**config.mk**
```make
export PLATFORM = sky130hd
export DESIGN_NAME = instr_decoder
export DESIGN_NICKNAME = d
export VERILOG_FILES = /design/src/rtl/instr_decoder_pkg.sv /design/src/rtl/instr_field_decode.sv /design/src/rtl/instr_decoder.sv
export SDC_FILE = /design/constraint.sdc
export NUM_CORES = 1
export LEC_CHECK = 0
export BUFFER_PORTS_ARGS = -buffer_cell sky130_fd_sc_hd__buf_2
export CAP_MARGIN = 10
export CORE_ASPECT_RATIO = 1.1
export CORE_UTILIZATION = 56
export CTS_BUF_LIST = sky130_fd_sc_hd__clkbuf_8
export CTS_CLUSTER_DIAMETER = 40
export CTS_CLUSTER_SIZE = 25
export DETAILED_ROUTE_END_ITERATION = 10
export GPL_TIMING_DRIVEN = 0
export PLACE_DENSITY = 0.88
export SETUP_SLACK_MARGIN = 0.02
export SLEW_MARGIN = 20
export SYNTH_ARGS = -nofsm -noshare
export SYNTH_HDL_FRONTEND = slang
export SYNTH_HIERARCHICAL = 1
export SYNTH_SLANG_ARGS = --single-unit
```
**constraint.sdc**
```tcl
create_clock -name clk -period 2.44 [get_ports clk]
set_input_delay 0.366 -clock clk [delete_from_list [all_inputs] [get_ports clk]]
set_output_delay 0.366 -clock clk [all_outputs]
set_load 0.02 [all_outputs]
```
**src/rtl/instr_decoder_pkg.sv**
```systemverilog
// instr_decoder_pkg: shared opcodes, FSM encoding, PC register index and IR field positions
package instr_decoder_pkg;

    typedef enum logic [2:0] {
        ST_FETCH  = 3'd0,
        ST_DECODE = 3'd1,
        ST_EXEC   = 3'd2,
        ST_WB     = 3'd3,
        ST_HALTED = 3'd4
    } state_e;

    localparam logic [3:0] OP_ALU_MAX = 4'h7;
    localparam logic [3:0] OP_LDI     = 4'h8;
    localparam logic [3:0] OP_NOP_MIN = 4'h9;
    localparam logic [3:0] OP_NOP_MAX = 4'hD;
    localparam logic [3:0] OP_BR      = 4'hE;
    localparam logic [3:0] OP_HALT    = 4'hF;

    localparam logic [2:0] PC_REG = 3'd7;

    localparam int OPC_HI  = 15;
    localparam int OPC_LO  = 12;
    localparam int RD_HI   = 11;
    localparam int RD_LO   = 9;
    localparam int RN_HI   = 8;
    localparam int RN_LO   = 6;
    localparam int RM_HI   = 5;
    localparam int RM_LO   = 3;
    localparam int RX_HI   = 2;
    localparam int RX_LO   = 0;
    localparam int IMM9_HI = 8;
    localparam int IMM9_LO = 0;
    localparam int IMM9_W  = 9;

endpackage

```
**src/rtl/instr_field_decode.sv**
```systemverilog
// instr_field_decode: combinational IR decoder producing register selects, Alu_op,
// extended immediate and per-class write / PC-increment / halt flags.
//   ir      : instruction register
//   rn..rd  : register selects (rd forced to the PC register for BR)
//   alu_op  : execute-unit operation
//   imm     : zero-extended (LDI), sign-extended (BR) or zero immediate
//   is_halt : HALT opcode
//   wr_en   : instruction writes a register in WB
//   inc_en  : instruction increments the PC in WB
module instr_field_decode
    import instr_decoder_pkg::*;
#(
    parameter int DATA_W    = 16,
    parameter int REG_SEL_W = 3
) (
    input  logic [DATA_W-1:0]    ir,
    output logic [REG_SEL_W-1:0] rn,
    output logic [REG_SEL_W-1:0] rm,
    output logic [REG_SEL_W-1:0] rx,
    output logic [REG_SEL_W-1:0] rd,
    output logic [3:0]           alu_op,
    output logic [DATA_W-1:0]    imm,
    output logic                 is_halt,
    output logic                 wr_en,
    output logic                 inc_en
);

    logic [3:0]        opc;
    logic [IMM9_W-1:0] imm9;
    logic [2:0]        rd_field;
    logic              is_alu;
    logic              is_ldi;
    logic              is_br;
    logic              is_nop;

    always_comb begin
        opc      = ir[OPC_HI:OPC_LO];
        imm9     = ir[IMM9_HI:IMM9_LO];
        rd_field = ir[RD_HI:RD_LO];
        is_alu   = opc <= OP_ALU_MAX;
        is_ldi   = opc == OP_LDI;
        is_br    = opc == OP_BR;
        is_nop   = opc >= OP_NOP_MIN && opc <= OP_NOP_MAX;
        is_halt  = opc == OP_HALT;
        rn       = REG_SEL_W'(ir[RN_HI:RN_LO]);
        rm       = REG_SEL_W'(ir[RM_HI:RM_LO]);
        rx       = REG_SEL_W'(ir[RX_HI:RX_LO]);
        rd       = REG_SEL_W'(is_br ? PC_REG : rd_field);
        alu_op   = opc;
        imm      = is_ldi ? {{(DATA_W-IMM9_W){1'b0}}, imm9} :
                   is_br  ? {{(DATA_W-IMM9_W){imm9[IMM9_W-1]}}, imm9} : '0;
        wr_en    = is_alu || is_ldi || is_br;
        // A register write to the PC replaces the increment.
        inc_en   = ((is_alu || is_ldi) && rd_field != PC_REG) || is_nop;
    end

endmodule

```
**src/rtl/instr_decoder.sv**
```systemverilog
// instr_decoder: fetch/decode/exec/writeback sequencer with registered decode outputs.
//   clk, Reset     : clock, asynchronous active-low reset
//   PC             : current PC, forwarded as the fetch address
//   Imem_*         : instruction fetch handshake (req/addr out, valid/rdata in)
//   Rn, Rm, Rx, Rd : register read selects and write select
//   Rw, Pc_inc     : one-cycle writeback strobes
//   Alu_op, Imm    : operation and extended immediate for execute
//   Halt           : sticky halt indicator
module instr_decoder
    import instr_decoder_pkg::*;
#(
    parameter int DATA_W    = 16,
    parameter int REG_SEL_W = 3
) (
    input  logic                 clk,
    input  logic                 Reset,
    input  logic [DATA_W-1:0]    PC,
    output logic                 Imem_req,
    output logic [DATA_W-1:0]    Imem_addr,
    input  logic                 Imem_valid,
    input  logic [DATA_W-1:0]    Imem_rdata,
    output logic [REG_SEL_W-1:0] Rn,
    output logic [REG_SEL_W-1:0] Rm,
    output logic [REG_SEL_W-1:0] Rx,
    output logic [REG_SEL_W-1:0] Rd,
    output logic                 Rw,
    output logic [3:0]           Alu_op,
    output logic [DATA_W-1:0]    Imm,
    output logic                 Pc_inc,
    output logic                 Halt
);

    state_e                state_q, state_d;
    logic [DATA_W-1:0]     ir_q, ir_d;
    logic [REG_SEL_W-1:0]  rn_q, rn_d, rm_q, rm_d, rx_q, rx_d, rd_q, rd_d;
    logic [3:0]            alu_op_q, alu_op_d;
    logic [DATA_W-1:0]     imm_q, imm_d;
    logic                  rw_q, rw_d, pc_inc_q, pc_inc_d, halt_q, halt_d;

    logic [REG_SEL_W-1:0]  dec_rn, dec_rm, dec_rx, dec_rd;
    logic [3:0]            dec_alu_op;
    logic [DATA_W-1:0]     dec_imm;
    logic                  dec_halt, dec_wr, dec_inc;

    instr_field_decode #(.DATA_W(DATA_W), .REG_SEL_W(REG_SEL_W)) u_field_decode (
        .ir      (ir_q),
        .rn      (dec_rn),
        .rm      (dec_rm),
        .rx      (dec_rx),
        .rd      (dec_rd),
        .alu_op  (dec_alu_op),
        .imm     (dec_imm),
        .is_halt (dec_halt),
        .wr_en   (dec_wr),
        .inc_en  (dec_inc)
    );

    always_comb begin
        state_d  = state_q;
        ir_d     = ir_q;
        rn_d     = rn_q;
        rm_d     = rm_q;
        rx_d     = rx_q;
        rd_d     = rd_q;
        alu_op_d = alu_op_q;
        imm_d    = imm_q;
        halt_d   = halt_q;
        rw_d     = 1'b0;
        pc_inc_d = 1'b0;
        case (state_q)
            ST_FETCH: begin
                if (Imem_valid) begin
                    ir_d    = Imem_rdata;
                    state_d = ST_DECODE;
                end
            end
            ST_DECODE: begin
                rn_d     = dec_rn;
                rm_d     = dec_rm;
                rx_d     = dec_rx;
                rd_d     = dec_rd;
                alu_op_d = dec_alu_op;
                imm_d    = dec_imm;
                halt_d   = dec_halt;
                state_d  = dec_halt ? ST_HALTED : ST_EXEC;
            end
            // Strobes are registered here so they appear during the WB cycle.
            ST_EXEC: begin
                rw_d     = dec_wr;
                pc_inc_d = dec_inc;
                state_d  = ST_WB;
            end
            ST_WB:     state_d = ST_FETCH;
            ST_HALTED: state_d = ST_HALTED;
            default:   state_d = ST_FETCH;
        endcase
    end

    always_ff @(posedge clk or negedge Reset) begin
        if (!Reset) begin
            state_q  <= ST_FETCH;
            ir_q     <= '0;
            rn_q     <= '0;
            rm_q     <= '0;
            rx_q     <= '0;
            rd_q     <= '0;
            alu_op_q <= '0;
            imm_q    <= '0;
            rw_q     <= 1'b0;
            pc_inc_q <= 1'b0;
            halt_q   <= 1'b0;
        end else begin
            state_q  <= state_d;
            ir_q     <= ir_d;
            rn_q     <= rn_d;
            rm_q     <= rm_d;
            rx_q     <= rx_d;
            rd_q     <= rd_d;
            alu_op_q <= alu_op_d;
            imm_q    <= imm_d;
            rw_q     <= rw_d;
            pc_inc_q <= pc_inc_d;
            halt_q   <= halt_d;
        end
    end

    assign Imem_req  = state_q == ST_FETCH;
    assign Imem_addr = PC;
    assign Rn        = rn_q;
    assign Rm        = rm_q;
    assign Rx        = rx_q;
    assign Rd        = rd_q;
    assign Rw        = rw_q;
    assign Alu_op    = alu_op_q;
    assign Imm       = imm_q;
    assign Pc_inc    = pc_inc_q;
    assign Halt      = halt_q;

endmodule

```
### After elaboration in Yosys (flattened, before gate mapping)

Index checks and enable logic that the tools add are counted.

* order comparisons: 3
* eq/ne operators: 8
* muxes and demuxes: 8
* reduce and logical (&&, ||, !) cells: 7

Operator list (count)
* $mux 16: 2
* $eq 4x4->1 const B: 3
* $pmux 3 s4: 1
* $mux 3: 3
* $ge 4x4->1 const B: 1
* $le 4x3->1 const B: 1
* $le 4x4->1 const B: 1
* $eq 3x1->1 const B: 1
* $eq 3x2->1 const B: 1
* $eq 3x3->1 const B: 1
* $logic_not 3->1: 1
* $logic_or 1x1->1: 3
* $ne 3x3->1 const B: 1
* $logic_and 1x1->1: 2
* $mux 1: 2
* $ne 2x1->1 const B: 1
* $reduce_and 2->1: 1

* register bits: 54
* input bits: 35
* logic and storage cells: 37

### Depth between registers and ports, before layout

Gate-level depths: netlist of run 1.

* depth after elaboration: 5
* mapped depth: 4
* gate-level depth less buffers: 4

### By module

Netlist of run 1, hierarchy kept.

Modules (own cells, without submodules)
* instr_decoder: instances 1, cells an instance 139, area each 2184.6 um^2
* instr_field_decode: instances 1, cells an instance 42, area each 302.8 um^2

### Worst setup path after synthesis of run 1

OpenSTA, ideal clock, no wires.

* path kind: register to register
* from: reg state_q[1]
* to: reg ir_q[0]
* arrival: 1444 ps
* required time: 2315 ps
* path slack: 871 ps
* cell stages (with the launch flop): 5
* period minus slack after synthesis: 1569 ps
* cells stage by stage: dfrtp_1 > buf_4 > nor4b_4 > buf_6 > mux2_2

* longest elaborated chain between the ends: 2

Ends and longest elaborated chain
* from (decl): RTL line instr_decoder.sv:33 `state_e state_q, state_d;`
* from (signal assigned): RTL line instr_decoder.sv:113 `state_q <= state_d;`
* $logic_not 3->1: RTL line instr_decoder.sv:70 `case (state_q)`
* $reduce_and 2->1 (no line)
* to (signal assigned): RTL line instr_decoder.sv:114 `ir_q <= ir_d;`
* to (decl): RTL line instr_decoder.sv:34 `logic [DATA_W-1:0] ir_q, ir_d;`

No other way between the ends.
A chain may end at the register's enable or synchronous reset.

### Worst setup path in the final report of run 1

* from: reg state_q[1]
* to: reg ir_q[13]

Same word-level chain as after synthesis.

==> flow_metrics.tcl, run 1 <==
set metrics [dict create \
    ys_types 24 \
    initial_core_util_pct 58.0 \
    drt_iter0_markers 40 \
    wl_microns 4390 \
    cts_inserted_buffers 5 \
    rows 25 \
    drt_pass1_iterations 2 \
    grt_pass1_wl_microns 7030 \
    multiInputGateArea_sq_um 808 \
    grt_max_degree 55 \
    slew_violations 0 \
    synth_nets 216 \
    die_area_sq_um 4710 \
    path_buf_inv 2 \
    first_global_vias 1547 \
    io_pins 87 \
    end_kind "flip-flop" \
    skew_ns 0.00599 \
    p_per_area_nw_per_um2 1290 \
    io_buffers 70 \
    rsz0062_at_grt "false" \
    cts_hold_buf 0 \
    period_share_pct 73.8 \
    die_w_microns 65.5 \
    whs_ns 0.0778 \
    synth_warnings 6 \
    cts_setup_buffers 0 \
    grt_overflow 0 \
    ctsResizeCount 0 \
    cts.sinks 54 \
    start_kind "flip-flop" \
    path_class "reg -> reg" \
    clockBufferDepth 2 \
    cts_tree "built" \
    synthCells 181 \
    place_hpwl_microns 3160 \
    cpMaxStageDelayCell "nor4b_4" \
    synth_edf_count 0 \
    yosysSeqAreaShare_pct 54.3 \
    drc 0 \
    worst-path-max-fanout 10 \
    synth_area_leaders "dfrtp_1 54%, mux2_2 21%, buf_4 12%" \
    vdd_drop_max_uv 1070 \
    synthFlopType "dfrtp_1" \
    tns_ns 0 \
    clk_latency_ns 0.30 \
    num_antenna_cells 0 \
    power_leakage_nw 1.54 \
    slew_headroom_pct 55.1 \
    crit_path_cell_trace "buf_4 > nor4b_4 > buf_6 > mux2_2" \
    syn_area_sq_um 2490 \
    synthArstFlopShare_pct 100 \
    finalSetupViolCount 0 \
    fin_util_pct 70.4 \
    path_clk_slew_ns 0.09 \
    syn2layout_area_growth_pct 21.3 \
    wl_per_cell_microns 14.0 \
    min_period_ns 1.80 \
    postRouteAntennaNets 0 \
    syn_avg_cell_area_sq_um 13.7 \
    antenna_found_initial 0 \
    synth_top_area_share_pct 54.3 \
    grt_usage_pct 20.0 \
    n_fill_cell 312 \
    outcome "finished, final reports clean" \
    gp_congestion 0.728 \
    h-tree-depth 2 \
    ys_seq_elements 54 \
    worstMarginPinSlew_ns 0.674 \
    fp.coreArea_sq_um 4290 \
    arrival_ns 2.00 \
    slowest_delay_ns 0.56 \
    num_vias 1565 \
    finalNetCount 293 \
    yosys.area.top_type "dfrtp_1" \
    clock.fmax_mhz 555 \
    hold_violations 0 \
    avgViaCountPerCell 5.00 \
    final_cell_mix "70 x buf_2, 54 x dfrtp_1, 47 x mux2_2, 40 x buf_4, 10 x nor3b_1" \
    hp-class "in -> async" \
    seqCellArea_sq_um 1350 \
    cap_violations 0 \
    die_y_microns 71.9 \
    critPathRequiredTime_ns 2.64 \
    crit_family "simple AND/OR/NAND/NOR gates" \
    drive_gt1_share_pct 65.6 \
    root_buffer "clkbuf_8" \
    layout_commonest_cell "buf_2" \
]
-- layer usage --
layer	vias up	global-route usage, %	part of all wire [%]	wire (microns)
met5	-	0	0	0
met4	0	5.31	0.98	43
met3	5	6.29	6.0	264
met2	52	34.5	51	2240
met1	771	24.4	42	1840
li1	737	-	-	-
-- power breakdown --
part | total [mW] | internal, mW | switching, mW
registers | 1.49 | 1.26 | 0.236
logic | 1.81 | 0.937 | 0.875
clock network | 0.581 | 0.302 | 0.279
-- worst reg2reg max path, stage by stage, from the launching register on --
cell,delay (ns)
dfrtp_1,0.38
buf_4,0.17
nor4b_4,0.56
buf_6,0.24
mux2_2,0.35
-- Yosys cell counts, types with 2 or more instances --
master     n
mux2_1     2
nor3_1     3
nor2_1     2
buf_6      2
nand2b_1   6
nor3b_1   10
a21oi_1    2
dfrtp_1   54
buf_4     39
mux2_2    47
-- path summary, 6_finish.rpt --
kind,from,endpoint,slack [ns],depth (start not counted)
max,state_q[1],ir_q[13],0.64,4
min,Reset,ir_q[3],0.08,1
max reg2reg,state_q[1],ir_q[13],0.64,4
min reg2reg,Imm[0],Imm[0],0.51,1
max in group asynchronous,Reset,Alu_op[3],1.90,1
min in group clk,Imem_rdata[3],ir_q[3],0.29,2
-- kinds of logic (layout without fill, tap and decap cells) --
logic type             after synthesis  after routing  synth area share (%)
buffers and inverters               44            122                  13.2
multiplexers                        49             49                  22.2
flip-flops                          54             54                  54.3
AND/OR/NAND/NOR                     28             28                  8.40
AO/OA/AOI/OAI                        5              5                  1.26
XOR/XNOR                             1              1                 0.654
-- through the flow --
step	cell area (sq um)	cells	setup slack [ns]	total power [mW]
after floorplan	2490	181	0.871	2.84
final	3020	313	0.639	3.89
after CTS	3020	313	0.608	3.93
after global placement	2910	305	0.710	3.26
after detailed placement	2910	305	0.608	3.35
after global routing	3020	313	0.572	4.13
-- registers in the layout, indices dropped and copies added, names as in the netlist --
| register | flops |
|---|---|
| Imm | 16 |
| ir_q | 16 |
| Alu_op | 4 |
| Rd | 3 |
| Rm | 3 |
| Rn | 3 |
| Rx | 3 |
| state_q | 3 |
| Halt | 1 |
| Pc_inc | 1 |
| Rw | 1 |
-- area by class of cell --
class,count,share of cell area (%)
inverter,1,0.124
sequential,54,44.8
multi-input combinational,83,26.8
tap,54,2.24
buffer,43,10.7
clock buffer,5,2.28
clock inverter,3,1.37
timing repair buffer,70,11.7
(Power assumes the default switching activity.)
==> inputs of run 2 (changes only) <==
CORE_UTILIZATION = 47   (was 56)
PLACE_DENSITY = 0.79   (was 0.88)
clock period = 1.5 ns   (was 2.44 ns; I/O delays follow)
==> run 2 against run 1 <==
  * The run now ends with design-rule violations, negative setup slack left
  * Sequential power rose by 64%
  * Total power up 93%
  * First-iteration DRC count rose by 100%
  * Die area is 19% higher
  * Largest cell class unchanged
==> flow_metrics.tcl, run 2 (synthesis results as in run 1) <==
set metrics [dict create \
    fp.coreArea_sq_um 5030 \
    cts.sinks 54 \
    io_pins 87 \
    worst-path-max-fanout 7 \
    cpMaxStageDelayCell "dfrtp_1" \
    avgViaCountPerCell 5.05 \
    violations "design-rule violations, negative setup slack" \
    reg2reg_from "state_q[0]" \
    io_buffers 70 \
    period_share_pct 101 \
    drt_pass1_iterations 8 \
    outcome "complete, but fails checks" \
    finalSetupViolCount 11 \
    postRouteAntennaNets 0 \
    power_leakage_nw 1.74 \
    grt_overflow 0 \
    crit_path_cell_trace "buf_6 > nor4b_4 > buf_6 > buf_8 > mux2_4" \
    first_global_vias 1702 \
    grt-busiest-layer "met2" \
    wl_per_cell_microns 16.0 \
    gp_congestion 0.729 \
    min_period_ns 1.51 \
    path_clk_slew_ns 0.10 \
    die_w_microns 71.4 \
    grtUsageMet1_pct 25.0 \
    place_hpwl_microns 3180 \
    p_per_area_nw_per_um2 2190 \
    skew_ns 0.0108 \
    layout_commonest_cell "buf_2" \
    critPathRequiredTime_ns 1.70 \
    initial_core_util_pct 49.4 \
    clockBufferDepth 2 \
    slew_headroom_pct 54.2 \
    clock.fmax_mhz 661 \
    root_buffer "clkbuf_8" \
    rows 27 \
    met3_usage_pct 6.55 \
    clk_latency_ns 0.31 \
    num_antenna_cells 0 \
    fin_util_pct 68.1 \
    drt_iter0_markers 80 \
    cts_inserted_buffers 5 \
    hp-class "in -> reg" \
    die_y_microns 78.3 \
    cp_common_cell "buf_6" \
    gr-usage-met2_pct 32.4 \
    grt_usage_pct 19.9 \
    worstMarginPinSlew_ns 0.688 \
    final_cell_mix "68 x buf_2, 50 x dfrtp_1, 47 x buf_4, 35 x mux2_4, 14 x mux2_2" \
    grt_pass1_wl_microns 8380 \
    h-tree-depth 2 \
    cap_violations 0 \
    total_power_mw 7.49 \
    num_vias 1686 \
    critPathLaunch "state_q[0]" \
    antenna_found_initial 0 \
    dp_slack_ns -0.275 \
    hold_violations 0 \
    vdd_drop_max_uv 1340 \
    start_kind "flip-flop" \
    arrival_ns 1.71 \
    worstHoldStart "Imem_rdata[2]" \
    end_kind "flip-flop" \
    drc 7 \
    drive_gt1_share_pct 71.7 \
    cts_tree "built" \
    wl_microns 5360 \
    syn2layout_area_growth_pct 37.8 \
    layout_setup_ws_ns -0.0118 \
    die_area_sq_um 5590 \
    grt_max_degree 55 \
    slew_violations 0 \
    path_class "reg -> reg" \
    tns_ns -0.0516 \
    slowest_delay_ns 0.38 \
    rsz0062_at_grt "true" \
    finalNetCount 310 \
]
==> run 2: changes by cell type in the layout (fill, tap and decap cells not counted), sizes merged <==
cell / previous run / this run
buf: 112 / 127
clkbuf: 6 / 7
clkinvlp: 1 / 2
dlygate4sd3: 0 / 1
inv: 2 / 1
==> run 2: metrics by stage <==
stage | instances | cell area (sq um) | hold WS (ns)
6_report | 334 | 3430 | 0.134
5_1_grt | 334 | 3430 | 0.123
4_1_cts | 327 | 3240 | 0.126
3_5_place_dp | 309 | 2920 | 0.313
3_3_place_gp | 309 | 2910 | 0.456
2_1_floorplan | 181 | 2490 | -0.0706
==> run 2: layer usage <==
layer | share of wire (%) | wire (microns)
met5 | 0 | 0
met4 | 1.5 | 78
met3 | 6.8 | 366
met2 | 49 | 2630
met1 | 43 | 2290
==> run 2: repair_timing <==
item,CTS,global route
pin swaps,2,2
cloned,2,1
gates resized for setup,36,33
setup endpoints to repair,48,49
setup buffers,7,6
endpoints found under the hold margin,54,0
hold buffers,1,0
==> run 2: path summary, 6_finish.rpt <==
| kind | end | slack (ns) | cells after the start |
|---|---|---|---|
| max in group asynchronous | ir_q[12] | 0.50 | 2 |
| setup / recovery | ir_q[10] | -0.01 | 5 |
| hold / removal | ir_q[2] | 0.13 | 2 |
| min in group asynchronous | Rx[1] | 0.48 | 2 |
| hold reg to reg | Rx[1] | 0.51 | 1 |
| setup reg to reg | ir_q[10] | -0.01 | 5 |
==> run 2: layout make-up <==
type	instances	area, sq um
clock inverters	3	45.0
inverters	1	3.75
well taps	58	72.6
clock buffers	5	68.8
fillers	367	1610
repair buffers	87	533
multi-input cells	83	981
plain buffers	43	367
flip-flops and latches	54	1360
==> run 2: worst max-delay path, delay by kind of cell (launching register included) <==
kind | cells | cell delay [ns]
buffers and inverters | 3 | 0.43
DFF | 1 | 0.38
muxes | 1 | 0.30
and+or+nand+nor | 1 | 0.28
==> run 2: power breakdown <==
part	total (mW)	switching [mW]	leakage [nW]	internal, mW
logic	4.07	1.77	1.02	2.30
registers	2.44	0.382	0.673	2.06
clock network	0.987	0.490	0.0504	0.497
